--- config.mk ---
export PLATFORM = sky130hd
export DESIGN_NAME = addsub_rr_arbiter
export DESIGN_NICKNAME = d
export VERILOG_FILES = /design/src/rtl/addsub_rr_arbiter_pkg.sv /design/src/rtl/addsub_rr_arbiter_rr_picker.sv /design/src/rtl/addsub_rr_arbiter.sv
export SDC_FILE = /design/constraint.sdc
export NUM_CORES = 1
export LEC_CHECK = 0
export ABC_AREA = 1
export CAP_MARGIN = 20
export CELL_PAD_IN_SITES_DETAIL_PLACEMENT = 1
export CELL_PAD_IN_SITES_GLOBAL_PLACEMENT = 1
export CORE_MARGIN = 3
export CORE_UTILIZATION = 35
export DETAILED_ROUTE_END_ITERATION = 8
export PLACE_DENSITY_LB_ADDON = 0.05
export SLEW_MARGIN = 20
export SYNTH_ARGS = -nofsm -noshare
export SYNTH_HDL_FRONTEND = slang
export SYNTH_SLANG_ARGS = --single-unit
--- constraint.sdc ---
create_clock -name clk_i -period 3.98 [get_ports clk_i]
set_input_delay 0.796 -clock clk_i [delete_from_list [all_inputs] [get_ports clk_i]]
set_output_delay 0.796 -clock clk_i [all_outputs]
set_load 0.03 [all_outputs]
--- src/rtl/addsub_rr_arbiter_pkg.sv ---
// Shared types and constants for the round-robin add/sub arbiter.
package addsub_rr_arbiter_pkg;

  typedef enum logic [1:0] {
    StIdle = 2'b00,
    StExec = 2'b01,
    StAck  = 2'b10
  } state_e;

  localparam logic ADDSUB_ADD = 1'b1;
  localparam logic ADDSUB_SUB = 1'b0;

endpackage

--- src/rtl/addsub_rr_arbiter_rr_picker.sv ---
// Combinational rotating-priority picker: first set request at or after ptr_i, wrapping.
module addsub_rr_arbiter_rr_picker #(
  parameter int unsigned NReq = 4,
  parameter int unsigned IdxW = 2
) (
  input  logic [NReq-1:0] req_i,
  input  logic [IdxW-1:0] ptr_i,
  output logic [IdxW-1:0] idx_o,
  output logic            any_o
);

  int unsigned      pos;
  logic [IdxW-1:0]  pos_idx;

  always_comb begin
    idx_o   = '0;
    any_o   = 1'b0;
    pos     = 0;
    pos_idx = '0;
    for (int unsigned i = 0; i < NReq; i++) begin
      pos = 32'(ptr_i) + i;
      if (pos >= NReq) pos = pos - NReq;
      pos_idx = IdxW'(pos);
      if (!any_o && req_i[pos_idx]) begin
        any_o = 1'b1;
        idx_o = pos_idx;
      end
    end
  end

endmodule

--- src/rtl/addsub_rr_arbiter.sv ---
// Round-robin arbiter sequencing N_REQ requesters onto one registered add/sub datapath.
module addsub_rr_arbiter
  import addsub_rr_arbiter_pkg::*;
#(
  parameter int unsigned N_REQ = 4,
  parameter int unsigned WIDTH = 8,
  parameter int unsigned IDX_W = 2
) (
  input  logic                   clk_i,
  input  logic                   rst_i,
  input  logic [N_REQ-1:0]       req_i,
  input  logic [N_REQ-1:0]       mode_i,
  input  logic [N_REQ*WIDTH-1:0] a_i,
  input  logic [N_REQ*WIDTH-1:0] b_i,
  output logic [N_REQ-1:0]       ready_o,
  output logic [WIDTH-1:0]       res_o,
  output logic [IDX_W-1:0]       grant_o,
  output logic                   busy_o
);

  state_e             state_q, state_d;
  logic [IDX_W-1:0]   ptr_q, ptr_d;
  logic [IDX_W-1:0]   grant_q, grant_d;
  logic               op_mode_q, op_mode_d;
  logic [WIDTH-1:0]   op_a_q, op_a_d;
  logic [WIDTH-1:0]   op_b_q, op_b_d;
  logic [WIDTH-1:0]   res_q, res_d;
  logic [N_REQ-1:0]   ready_q, ready_d;

  logic [IDX_W-1:0]   pick_idx;
  logic               pick_any;

  addsub_rr_arbiter_rr_picker #(
    .NReq (N_REQ),
    .IdxW (IDX_W)
  ) u_picker (
    .req_i (req_i),
    .ptr_i (ptr_q),
    .idx_o (pick_idx),
    .any_o (pick_any)
  );

  always_comb begin
    state_d   = state_q;
    ptr_d     = ptr_q;
    grant_d   = grant_q;
    op_mode_d = op_mode_q;
    op_a_d    = op_a_q;
    op_b_d    = op_b_q;
    res_d     = res_q;
    ready_d   = '0;
    case (state_q)
      StIdle: begin
        if (pick_any) begin
          grant_d   = pick_idx;
          op_mode_d = mode_i[pick_idx];
          op_a_d    = a_i[32'(pick_idx)*WIDTH +: WIDTH];
          op_b_d    = b_i[32'(pick_idx)*WIDTH +: WIDTH];
          state_d   = StExec;
        end
      end
      StExec: begin
        // Results wrap modulo 2^WIDTH; carry and borrow are dropped.
        res_d            = (op_mode_q == ADDSUB_ADD) ? op_a_q + op_b_q : op_a_q - op_b_q;
        ready_d[grant_q] = 1'b1;
        state_d          = StAck;
      end
      StAck: begin
        ptr_d   = (32'(grant_q) == N_REQ - 1) ? '0 : grant_q + IDX_W'(1);
        state_d = StIdle;
      end
      default: state_d = StIdle;
    endcase
  end

  always_ff @(posedge clk_i or negedge rst_i) begin
    if (!rst_i) begin
      state_q   <= StIdle;
      ptr_q     <= '0;
      grant_q   <= '0;
      op_mode_q <= ADDSUB_SUB;
      op_a_q    <= '0;
      op_b_q    <= '0;
      res_q     <= '0;
      ready_q   <= '0;
    end else begin
      state_q   <= state_d;
      ptr_q     <= ptr_d;
      grant_q   <= grant_d;
      op_mode_q <= op_mode_d;
      op_a_q    <= op_a_d;
      op_b_q    <= op_b_d;
      res_q     <= res_d;
      ready_q   <= ready_d;
    end
  end

  assign ready_o = ready_q;
  assign res_o   = res_q;
  assign grant_o = grant_q;
  assign busy_o  = (state_q != StIdle);

endmodule
==> impl_metrics.json <==
{
  "reg2reg_slack_ps": 1430,
  "hold_path.class": "reg2reg",
  "internal_power_mw": 1.68,
  "grt_antenna_before_repair": 0,
  "initial_core_util_pct": 37.4,
  "num-fill-cells": 1011,
  "min_from": "res_o[1]$_DFFE_PN0P_",
  "p_seq_share_pct": 18.7,
  "timing.fmax_ghz": 0.352,
  "clock_latency_ps": 290,
  "worstReg2RegEnd": "op_mode_q$_DFFE_PN0P_",
  "grt-ovfl-total": 0,
  "setup_viol": 0,
  "p_leak_nw": 2.01,
  "swShare_pct": 54.4,
  "layout_commonest_cell": "nand2_1",
  "period_needed_ps": 2840,
  "cts_root_buf": "clkbuf_8",
  "postCtsSetupBuffers": 0,
  "finClkSkew_ps": 7.13,
  "timing.rr.start": "ptr_q[0]$_DFFE_PN0N_",
  "crit_top_cell": "nand2_1",
  "rsz0062_at_grt": "no",
  "postCtsHoldBufs": 0,
  "port_buffers": 88,
  "synth-seq-cells": 35,
  "die_width_um": 95.4,
  "ys.flop_type": "dfrtp_1",
  "switching_power_mw": 2.01,
  "slew_headroom_pct": 47.5,
  "worstMarginPinSlew_ps": 787,
  "placed_area_um2": 3710,
  "ys_seq_area_share_pct": 31.3,
  "finalCritPeriodShare_pct": 71.5,
  "synth_cell_type_count": 29,
  "start_kind": "primary input",
  "drtIter0Drc": 102,
  "status": "finished clean",
  "vias": 2921,
  "critPathSlowestCell": "clkdlybuf4s50_1",
  "wl_mm": 7.79,
  "hpwl_mm": 6.25,
  "die_area_um2": 9100,
  "syn-cell-area_um2": 2800,
  "synth_warnings": 0,
  "worstSetupPathType": "in2reg",
  "h-tree-depth": 2,
  "worst-path-max-fanout": 53,
  "clockPowerShare_pct": 7.7,
  "crit_buf_inv": 2,
  "die_h_um": 95.4,
  "syn-instance-count": 431,
  "cts_sinks": 35,
  "drc": 0,
  "avgRoutedWirePerCell_um": 12.7,
  "track_usage_pct": 18.0,
  "crit_start": "req_i[0]",
  "layout.nets": 602,
  "seq_area_um2": 876,
  "via_per_inst": 4.75,
  "cp.required_ps": 4210,
  "area_growth_pct": 36.4,
  "cp_top_family": "simple AND/OR/NAND/NOR gates",
  "grt_pass1_wl_mm": 13.3,
  "grt_max_degree": 54,
  "antenna_cells": 0,
  "gp_congestion": 0.853,
  "cp_num_cells": 13,
  "arrival_ps": 3070,
  "core_um2": 7490,
  "power.density_nw_per_um2": 968,
  "setup_tns_ps": 0,
  "cp-endpoint": "op_mode_q$_DFFE_PN0P_",
  "synth_edf_count": 0,
  "hold_violations": 0,
  "final_cell_mix": "154 x nand2_1, 87 x clkdlybuf4s50_1, 77 x inv_1",
  "cts_tree": "built",
  "cts_buffers": 5,
  "crit_path_end_kind": "flip-flop",
  "comb_power_share_pct": 73.6,
  "syn_area_per_cell_um2": 6.49,
  "maxSlewViolCount": 0,
  "final_cell_area_um2": 3810,
  "crit_path_max_incr_delay_ps": 480,
  "layout-drive-gt1-share_pct": 5.23,
  "synthArstFlopShare_pct": 100,
  "clk_pin_slew_ps": 70,
  "maxCapViolations": 0,
  "dr.pass1.iters": 4,
  "multi_input_area_um2": 1520,
  "cts_buffer_depth": 2,
  "pin_count": 89,
  "path_cells": "clkdlybuf4s50_1, inv_1, nand2_1, nand2_1, nand2_1, nand2_1, nand2_1, nand2_1, nand2_2, nand3_4, o21ai_0, nand2_1, nand3_1",
  "cts-resized-gates": 0,
  "grt_pass1_vias": 3000,
  "syn_nets": 518,
  "ir_drop_mv": 0.350,
  "num_rows": 31,
  "drtAntennaViolNets": 0,
  "r2r.worst_path.cells": 12
}
-- Yosys cell counts, types with 2 or more instances --
cell type | n | area share [%]
dfrtp_1 | 35 | 31
nor2_4 | 2 | 0.81
xor2_1 | 4 | 1.3
nand3_2 | 2 | 0.72
a21oi_1 | 10 | 1.8
inv_2 | 3 | 0.40
buf_2 | 6 | 1.1
nand3_4 | 2 | 1.3
nand4_1 | 16 | 3.6
xnor2_1 | 4 | 1.3
nand2_1 | 154 | 21
o21ai_0 | 12 | 2.1
ha_1 | 12 | 5.4
nand2_2 | 3 | 0.67
o21ai_1 | 16 | 2.9
or2_2 | 3 | 0.67
nor2_1 | 17 | 2.3
inv_1 | 77 | 10
nand3_1 | 39 | 7.0
buf_6 | 5 | 2.0
-- cells by family after synthesis --
| kind of cell | Yosys count | share of synthesized area [%] |
|---|---|---|
| flops | 35 | 31.3 |
| fa+ha+maj | 13 | 6.08 |
| compound gates | 42 | 7.79 |
| simple gates | 239 | 37.9 |
| xor+xnor | 8 | 2.51 |
| buf+inv | 94 | 14.5 |
-- state kept, by name (all words and copies together), names as in the netlist --
name,flops
res_o,8
ptr_q,2
state_q,2
ready_o,4
op_mode_q,1
op_a_q,8
op_b_q,8
grant_o,2
-- metrics by stage --
step	hold WS (ps)	std cells	setup slack [ps]	total power [mW]	util (%)
finish	472	615	1140	3.69	50.9
global route	504	615	891	4.14	50.9
CTS	477	615	1110	3.73	50.9
detailed placement	460	607	801	3.42	49.6
global placement	454	607	924	3.32	49.6
floorplan	449	431	1840	2.82	-
-- worst min path at each step --
| stage | depth (start not counted) | to | slack [ps] |
|---|---|---|---|
| floorplan | 2 | op_b_q[1]$_DFFE_PN0P_ | 450 |
| global placement | 2 | res_o[1]$_DFFE_PN0P_ | 450 |
| detailed placement | 2 | res_o[1]$_DFFE_PN0P_ | 460 |
| CTS | 2 | res_o[1]$_DFFE_PN0P_ | 480 |
| global route | 2 | res_o[1]$_DFFE_PN0P_ | 500 |
| finish | 2 | res_o[1]$_DFFE_PN0P_ | 470 |
-- power groups by stage --
stage          Clock, mW  Sequential (mW)  Combinational [mW]
3_3_place_gp           0            0.686                2.63
6_report           0.285            0.688                2.72
2_1_floorplan          0            0.762                2.06
3_5_place_dp           0            0.697                2.73
5_1_grt            0.306            0.713                3.12
4_1_cts            0.290            0.691                2.75
-- tightest hold or removal path, delay by kind of cell (launching register included) --
family / cells / cell delay, ps
DFF: 1 / 340
and+or+nand+nor: 2 / 110
-- layer usage --
metal  vias to the layer above  track usage [%]  routed length, µm
li1                       1503                -                  -
met1                      1334             23.2               3670
met2                        75             31.3               3660
met3                         9             3.31                363
met4                         0             4.27                 95
met5                         -                0                  0
-- layout make-up --
class                   count  share of cell area [%]
inverters                  81                    8.04
flip-flops and latches     35                    23.0
clock buffers               8                    2.62
well taps                  99                    3.25
multi-input cells         302                    39.8
repair buffers             90                    23.4
Power figures use the tool's default switching activity.
